## src/rtl/stage_controller.sv

```systemverilog
// Round sequencer for a bank of processing units: loads a syndrome, then
// alternates grow/merge until no odd clusters remain, then peels and hands off.
module stage_controller #(
  parameter int PU_COUNT       = 64,
  parameter int STAGE_WIDTH    = 3,
  parameter int MAX_ITERATIONS = 31,
  parameter int MERGE_QUIET    = 3,
  parameter int ITER_WIDTH     = 5
) (
  input  logic                   clk,
  input  logic                   reset,
  input  logic                   start,
  output logic                   ready,
  input  logic [PU_COUNT-1:0]    busy,
  input  logic [PU_COUNT-1:0]    odd,
  output logic [STAGE_WIDTH-1:0] global_stage,
  output logic                   result_valid,
  input  logic                   result_ready,
  output logic [ITER_WIDTH-1:0]  iteration_count,
  output logic                   overflow
);

  // Handshakes: start is taken only while ready=1 (IDLE); the result is
  // transferred on a cycle where result_valid=1 and result_ready=1, and
  // result_valid then drops on the next cycle. Neither input acts elsewhere.

  localparam int QW = (MERGE_QUIET < 1) ? 1 : $clog2(MERGE_QUIET + 1);
  localparam logic [QW-1:0]         QUIET_MAX = QW'(MERGE_QUIET);
  localparam logic [ITER_WIDTH-1:0] ITER_MAX  = ITER_WIDTH'(MAX_ITERATIONS);

  typedef enum logic [2:0] {
    ST_IDLE   = 3'd0,
    ST_LOAD   = 3'd1,
    ST_GROW   = 3'd2,
    ST_MERGE  = 3'd3,
    ST_PEEL   = 3'd4,
    ST_RESULT = 3'd6
  } state_t;

  state_t                   state_q, state_d;
  logic [QW-1:0]            quiet_q, quiet_d;
  logic [ITER_WIDTH-1:0]    iter_q, iter_d;
  logic                     ovf_q, ovf_d;
  logic                     ready_q;
  logic                     valid_q;
  logic [STAGE_WIDTH-1:0]   stage_q;
  logic                     any_busy;
  logic                     any_odd;

  assign any_busy = |busy;
  assign any_odd  = |odd;

  always_comb begin
    state_d = state_q;
    quiet_d = quiet_q;
    iter_d  = iter_q;
    ovf_d   = ovf_q;
    case (state_q)
      ST_IDLE: begin
        if (start) begin
          state_d = ST_LOAD;
          iter_d  = '0;
          ovf_d   = 1'b0;
          quiet_d = '0;
        end
      end
      ST_LOAD: begin
        state_d = ST_MERGE;
        quiet_d = '0;
      end
      ST_GROW: begin
        state_d = ST_MERGE;
        quiet_d = '0;
        iter_d  = iter_q + 1'b1;
      end
      ST_MERGE: begin
        // PU busy lags the broadcast stage by a cycle, so the exit decision
        // uses the registered quiet count rather than this cycle's busy.
        if (any_busy) begin
          quiet_d = '0;
        end else if (quiet_q != QUIET_MAX) begin
          quiet_d = quiet_q + 1'b1;
        end
        if (quiet_q == QUIET_MAX) begin
          quiet_d = '0;
          if (any_odd && (iter_q < ITER_MAX)) begin
            state_d = ST_GROW;
          end else begin
            state_d = ST_PEEL;
            if (any_odd) begin
              ovf_d = 1'b1;
            end
          end
        end
      end
      ST_PEEL: begin
        state_d = ST_RESULT;
      end
      ST_RESULT: begin
        if (result_ready) begin
          state_d = ST_IDLE;
        end
      end
      default: begin
        state_d = ST_IDLE;
        quiet_d = '0;
      end
    endcase
  end

  // Outputs are registered from the next state so they line up with state_q.
  always_ff @(posedge clk) begin
    if (reset) begin
      state_q <= ST_IDLE;
      quiet_q <= '0;
      iter_q  <= '0;
      ovf_q   <= 1'b0;
      ready_q <= 1'b1;
      valid_q <= 1'b0;
      stage_q <= '0;
    end else begin
      state_q <= state_d;
      quiet_q <= quiet_d;
      iter_q  <= iter_d;
      ovf_q   <= ovf_d;
      ready_q <= (state_d == ST_IDLE);
      valid_q <= (state_d == ST_RESULT);
      stage_q <= STAGE_WIDTH'(state_d);
    end
  end

  assign ready           = ready_q;
  assign result_valid    = valid_q;
  assign global_stage    = stage_q;
  assign iteration_count = iter_q;
  assign overflow        = ovf_q;

endmodule

```

## config.mk

```make
export PLATFORM = sky130hd
export DESIGN_NAME = stage_controller
export DESIGN_NICKNAME = d
export VERILOG_FILES = /design/src/rtl/stage_controller.sv
export SDC_FILE = /design/constraint.sdc
export NUM_CORES = 1
export LEC_CHECK = 0
export ABC_AREA = 1
export BUFFER_PORTS_ARGS = -buffer_cell sky130_fd_sc_hd__buf_4
export CAP_MARGIN = 20
export CORE_MARGIN = 5
export CORE_UTILIZATION = 34
export DETAILED_ROUTE_END_ITERATION = 6
export PLACE_DENSITY = 0.85
export SETUP_SLACK_MARGIN = 0.05
export SYNTH_ARGS = -nofsm -noshare
export SYNTH_HDL_FRONTEND = slang
export SYNTH_SLANG_ARGS = --single-unit
```

## constraint.sdc

```tcl
create_clock -name clk -period 3.8 [get_ports clk]
set_clock_uncertainty 0.05 [all_clocks]
set_input_delay 0.38 -clock clk [delete_from_list [all_inputs] [get_ports clk]]
set_output_delay 0.38 -clock clk [all_outputs]
set_load 0.01 [all_outputs]
```

Word level (Yosys, flattened, before mapping)
Index checks and enable logic that the tools add are counted.
Word-level totals
  flip-flop bits (word level): 13
  input port bits: 132
  output and inout port bits: 11
  word-level logic and storage cells: 52
Operators by class
  $add $sub $neg: 2
  magnitude comparators: 1
  eq/ne operators: 13
  mux-type cells: 17
  bitwise logic cells: 1
  reductions and logical operators: 12
Operator list (count)
  $reduce_or A64 Y1: 2
  $pmux W3 S5: 1
  $mux W3: 4
  $ne A2 B2 Y1 const B: 5
  $pmux W5 S2: 1
  $eq A3 B3 Y1 const B: 3
  $mux W2: 4
  $eq A3 B2 Y1 const B: 2
  $logic_not A3 Y1: 2
  $pmux W2 S3: 1
  $add A5 B1 Y5 const B: 1
  $lt A5 B5 Y1 const B: 1
  $mux W5: 1
  $reduce_and A5 Y1: 1
  $mux W1: 4
  $ne A4 B4 Y1 const B: 1
  $reduce_bool A2 Y1: 2
  $reduce_or A2 Y1: 2
  $eq A3 B1 Y1 const B: 1
  $reduce_and A3 Y1: 1
  $add A2 B1 Y2 const B: 1
  $eq A2 B2 Y1 const B: 1
  $pmux W1 S2: 1
  $reduce_and A2 Y1: 1
  2 further kinds: 2

Logic depth before layout (Yosys ltp)
Gate-level depths: netlist of run 1.
  depth in word-level cells: 6
  gate-level depth with buffers: 12
  gate-level depth less buffers: 12

Least setup slack after synthesis of run 1
No wires, ideal clock.
  path kind: reg-to-reg
  start: register global_stage[0] (netlist name)
  end: register quiet_q[1]
  setup time: 0.127 ns
  arrival: 1.163 ns
  required time: 3.623 ns
  slack: 2.460 ns
  stages on the path, launching flop included: 9
  buffers on the path: 0
  period minus slack after synthesis: 1.340 ns
  cell sequence: dfxtp_1 > or2_4 > nor2_2 > nand2_1 > nand2_1 > nor2_1 > nand4_1 > nand2b_4 > a21oi_2
RTL lines
  to (signal assigned): line 123  | quiet_q <= quiet_d;
  to (decl): line 41  | logic [QW-1:0] quiet_q, quiet_d;

==> results of run 1 <==
logic make-up after synthesis:
| logic type | synth area share, % |
|---|---|
| fa+ha+maj | 2.252 |
| buf+inv | 5.742 |
| compound gates | 7.996 |
| simple gates | 60.59 |
| flops | 23.42 |
per-stage QoR:
stage | power [W] | util [%] | hold slack (ps) | cell area (µm²) | setup slack [ps]
3_3_place_gp | 0.0003881 | 71.81 | 387.0 | 2228 | 2267
5_1_grt | 0.0005128 | 72.66 | 250.5 | 2255 | 2222
2_1_floorplan | 0.0002520 | - | 397.5 | 1111 | 2460
3_5_place_dp | 0.0003914 | 71.81 | 393.3 | 2228 | 2224
4_1_cts | 0.0004778 | 72.66 | 260.0 | 2255 | 2331
6_report | 0.0004779 | 72.66 | 259.2 | 2255 | 2309
sequential cells by signal (all words and copies together) (netlist names):
register / flops
global_stage: 3
quiet_q: 2
overflow: 1
ready: 1
iteration_count: 5
result_valid: 1
routing by layer:
layer | global-route usage (%) | up-vias | part of all wire (%)
met2 | 40.61 | 91 | 53
met1 | 19.42 | 735 | 34
met5 | 0 | - | 0
met3 | 7.488 | 4 | 13
met4 | 3.291 | 0 | 1.0
li1 | - | 943 | -
cells in the mapped netlist (all sizes together):
cell type,n
nand3,7
clkbuf,1
dfxtp,13
inv,16
nand4,5
a21oi,9
nand2,54
nand2b,1
nor2,90
o21ai,5
nor3b,1
ha,2
a221oi,1
or2,2
a31oi,1
nor3,1
power groups by stage:
stage	logic, W	registers [W]	clock network [W]
6_report	0.000224	0.000165	0.0000890
5_1_grt	0.000249	0.000167	0.0000971
4_1_cts	0.000226	0.000164	0.0000879
3_5_place_dp	0.000224	0.000167	0
3_3_place_gp	0.000221	0.000167	0
2_1_floorplan	0.0000802	0.000172	0
how the worst min path moves through the flow:
stage,startpoint,endpoint,slack [ps]
after global routing,reset,quiet_q[1]$_SDFFE_PP0P_,250
after CTS,reset,quiet_q[1]$_SDFFE_PP0P_,260
after floorplan,quiet_q[0]$_SDFFE_PP0P_,quiet_q[0]$_SDFFE_PP0P_,400
after detailed placement,overflow$_SDFFE_PP0P_,overflow$_SDFFE_PP0P_,390
final,reset,quiet_q[1]$_SDFFE_PP0P_,260
after global placement,overflow$_SDFFE_PP0P_,overflow$_SDFFE_PP0P_,390
layout make-up:
class | count | area share (%)
timing repair buffer | 142 | 47.28
multi-input combinational | 179 | 34.91
sequential | 13 | 11.54
inverter | 16 | 2.664
tap | 44 | 2.442
clock buffer | 4 | 1.165
critical path, stage by stage, from the launching register on:
cell     delay, ps
dfxtp_1        490
inv_1          130
nor2_1         100
inv_1           60
a21oi_1        200
a31oi_1         70
a21oi_1        210
nor2_1          70
==> results.json, run 1 <==
{
  "grt_antenna_before_repair": 0,
  "drc": 0,
  "clock_latency_ps": 280,
  "fin_crit_sh_pct": 39.25,
  "critPathRequiredTime_ps": 3930,
  "synth-seq-area-share_pct": 23.42,
  "drt_iter0_drc": 58,
  "synthTopCellsByArea": "nor2_1, dfxtp_1, nand2_1, inv_1, a21oi_1",
  "p_switching_w": 0.0001491,
  "finalCriticalPeriod_ps": 1491,
  "hold_buffers": 0,
  "die_w_um": 67.17,
  "cts_tree": "yes",
  "layout_common_cells": "buf_4, nor2_1, nand2_1",
  "r2r-start": "global_stage[2]$_SDFF_PP0_",
  "slew-limit-headroom_pct": 73.60,
  "start_kind": "flip-flop",
  "status": "finished, final reports clean",
  "post_cts_resize_count": 0,
  "hold_path_depth": 2,
  "ios": 143,
  "final_nets": 489,
  "core_area_mm2": 0.003103,
  "wirelength_mm": 4.661,
  "yosys_register_bits": 13,
  "dp_cells": 394,
  "cts_buffers": 3,
  "cts.path.max_buffers": 2,
  "drv_slew": 0,
  "first_global_vias": 1687,
  "clkTransAtPathRegs_ps": 80,
  "seqCellArea_um2": 260.3,
  "syn-num-nets": 343,
  "cts_setup_buffers": 0,
  "synth_area_mm2": 0.001111,
  "syn_inst": 209,
  "drive_gt1_share_pct": 44.35,
  "place_congestion": 0.8513,
  "synth_cell_types": 22,
  "firstDrtPassIters": 4,
  "worstSetupEndpointType": "flip-flop",
  "rsz0062_at_grt": "false",
  "drv_cap": 0,
  "finalSetupViolCount": 0,
  "grt_max_degree": 9,
  "wire_per_inst_um": 11.71,
  "port_buffers": 142,
  "antenna_left": 0,
  "diodes": 0,
  "die_area_mm2": 0.004511,
  "hpwl_mm": 4.193,
  "switching_share_pct": 31.20,
  "clock_sinks": 13,
  "p_int_w": 0.0003288,
  "cts_root_buf": "clkbuf_4",
  "cp-startpoint": "global_stage[2]$_SDFF_PP0_",
  "reg2reg_to": "ready$_SDFF_PP1_",
  "track_usage_pct": 20.17,
  "syn_avg_cell_area_um2": 5.316,
  "p_leak_nw": 1.167,
  "yosys.area.top_type_share_pct": 29.05,
  "via_per_inst": 4.455,
  "grt_pass1_wl_mm": 7.072,
  "stdcell_count": 398,
  "cts_max_level": 1,
  "dieHeight_um": 67.17,
  "power.density_mw_per_mm2": 212.0,
  "yosysTopAreaCell": "nor2_1",
  "multi_input_area_um2": 787.0,
  "power_frac_seq_pct": 34.5,
  "r2r_slack_ps": 2310,
  "rows": 20,
  "hold_violations": 0,
  "cp.arrival_ps": 1620,
  "vias": 1773,
  "reg2reg_depth": 7,
  "tightest_slew_ps": 394.3,
  "worstPathMaxFanout": 5,
  "path_class": "reg -> reg",
  "tns_ps": 0,
  "ir_drop_mv": 0.2192,
  "grt_overflow": 0,
  "fmax_mhz": 670.5,
  "setup.worst_path.end": "ready$_SDFF_PP1_",
  "power_frac_comb_pct": 46.9,
  "start_util_pct": 35.81,
  "ys_warn_count": 0,
  "final_common_cell": "buf_4",
  "worstHoldPathType": "in -> reg",
  "power.clock.fraction_pct": 18.6,
  "area_growth_syn_to_layout_pct": 102.9,
  "nFillCells": 277
}
No activity file was read; power rests on OpenSTA's default activity.
==> inputs of run 2 (changes only) <==
Settings changed: CORE_UTILIZATION 34 to 32, PLACE_DENSITY 0.85 to 0.81.
Clock period 3.8 ns to 1.47 ns, I/O delays scaled along.
==> run 2 against run 1 <==
Net effect: total power grew to 2.6 times the previous value; design area up 0.78%; sequential power grew to 2.6 times the previous value; global-route usage decreased by 3.7 points; non-clock buffer count is the same; clock power is 150% higher; worst setup slack worse by 2200 ps; cell count increased by 0.50%; hold slack worse by 230 ps; clock-buffer cell count is the same; critical path type unchanged; largest cell class unchanged; largest power group unchanged.
==> results.json, run 2 (synthesis gave the netlist of run 1 again) <==
{
  "worstHoldPathType": "in -> reg",
  "drc": 0,
  "antenna_left": 0,
  "via_per_inst": 4.323,
  "multi_input_area_um2": 794.5,
  "reg2reg_to": "quiet_q[1]$_SDFFE_PP0P_",
  "grt_max_degree": 9,
  "worstHoldStart": "reset",
  "hold_violations": 0,
  "grt_antenna_before_repair": 0,
  "core_area_mm2": 0.003337,
  "drv_cap": 0,
  "holdWs_ps": 32.75,
  "final_core_util_pct": 68.09,
  "grt_pass1_wl_mm": 6.003,
  "tns_ps": 0,
  "die_w_um": 68.93,
  "rows": 21,
  "cts_tree": "yes",
  "grtUsageMet3_pct": 7.293,
  "dieHeight_um": 68.93,
  "cts_buffers": 3,
  "first_global_vias": 1554,
  "final_common_cell": "buf_4",
  "track_usage_pct": 16.50,
  "final_nets": 489,
  "area_growth_syn_to_layout_pct": 104.5,
  "tightest_slew_ps": 392.3,
  "worstSetupEndpointType": "flip-flop",
  "place_congestion": 0.8416,
  "wire_per_inst_um": 10.96,
  "met1_usage_pct": 14.98,
  "gr-usage-met2_pct": 34.05,
  "firstDrtPassIters": 4,
  "nFillCells": 294,
  "fmax_mhz": 746.6,
  "cts.path.max_buffers": 2,
  "clock_sinks": 13,
  "start_util_pct": 33.30,
  "finalSetupViolCount": 0,
  "hold_path_end": "quiet_q[1]$_SDFFE_PP0P_",
  "start_kind": "flip-flop",
  "diodes": 0,
  "placedInstanceArea_mm2": 0.002231,
  "clock_latency_ps": 280,
  "power.density_mw_per_mm2": 542.8,
  "cts_root_buf": "clkbuf_4",
  "hold_path_depth": 2,
  "cp.arrival_ps": 1470,
  "vias": 1729,
  "cts_max_level": 1,
  "hpwl_mm": 3.941,
  "fin_crit_sh_pct": 91.11,
  "ios": 143,
  "drv_slew": 0,
  "rsz0062_at_grt": "true",
  "reg2reg_depth": 8,
  "status": "finished, final reports clean",
  "drive_gt1_share_pct": 46.33,
  "largest_register_ffs": 5,
  "busiest_layer": "met2",
  "final_area_mm2": 0.002272,
  "r2r-start": "global_stage[0]$_SDFF_PP0_",
  "wirelength_mm": 4.385,
  "drt_iter0_drc": 25,
  "layout_common_cells": "buf_4, nor2_1, nand2_1",
  "total_power_w": 0.001233,
  "clkTransAtPathRegs_ps": 80,
  "r2r_slack_ps": 130,
  "ir_drop_mv": 0.5970,
  "slew-limit-headroom_pct": 73.74,
  "port_buffers": 142,
  "seqCellArea_um2": 267.8,
  "p_leak_nw": 1.170,
  "critPathRequiredTime_ps": 1610,
  "worstPathMaxFanout": 5,
  "path_class": "reg -> reg",
  "die_area_mm2": 0.004751,
  "finalCriticalPeriod_ps": 1339,
  "grt_overflow": 0
}
-- run 2: worst max-delay path, cell delays in order, from the launching register on --
cell,delay (ps)
dfxtp_2,350
or2_4,260
nor2_2,110
nand2_1,100
nand2_2,90
nor2_1,40
nand4_1,80
nand2b_4,130
a21oi_2,40
-- run 2: layout make-up --
type                       instances  area share (%)
timing repair buffer             142           46.92
clock buffer                       4           1.156
inverter                          16           2.643
sequential                        13           11.78
tap                               46           2.533
multi-input combinational        179           34.97
-- run 2: worst max-delay path by stage --
stage                     cells past startpoint  slack, ps                  startpoint                      end
after detailed placement                      8         80  global_stage[0]$_SDFF_PP0_  quiet_q[1]$_SDFFE_PP0P_
final                                         8        130  global_stage[0]$_SDFF_PP0_  quiet_q[1]$_SDFFE_PP0P_
after floorplan                               8        130  global_stage[0]$_SDFF_PP0_  quiet_q[1]$_SDFFE_PP0P_
after CTS                                     8         70  global_stage[0]$_SDFF_PP0_  quiet_q[1]$_SDFFE_PP0P_
after global placement                        8         80  global_stage[0]$_SDFF_PP0_  quiet_q[1]$_SDFFE_PP0P_
after global routing                          9         -7  global_stage[2]$_SDFF_PP0_         ready$_SDFF_PP1_
-- run 2: where the power goes --
group	switching, W	internal [W]
Sequential	0.0000339	0.000394
Combinational	0.000226	0.000359
Clock	0.000116	0.000105
Total	0.000376	0.000858
-- run 2: layer usage --
metal | wire length, µm | vias up
met3 | 687 | 0
li1 | - | 945
met1 | 1382 | 696
met5 | 0 | -
met4 | 0 | 0
met2 | 2315 | 88
-- run 2: what timing repair did --
action / in CTS / in global routing
hold buffers: 0 / 0
gates resized for setup: 0 / 8
endpoints found under the setup margin: 0 / 4
buffers inserted: 0 / 0
-- run 2: per-stage QoR --
| stage | cells | worst slack (ps) |
|---|---|---|
| 2_1_floorplan | 209 | 130.2 |
| 3_3_place_gp | 396 | 79.70 |
| 3_5_place_dp | 396 | 81.77 |
| 4_1_cts | 400 | 74.57 |
| 5_1_grt | 400 | -7.417 |
| 6_report | 400 | 130.6 |
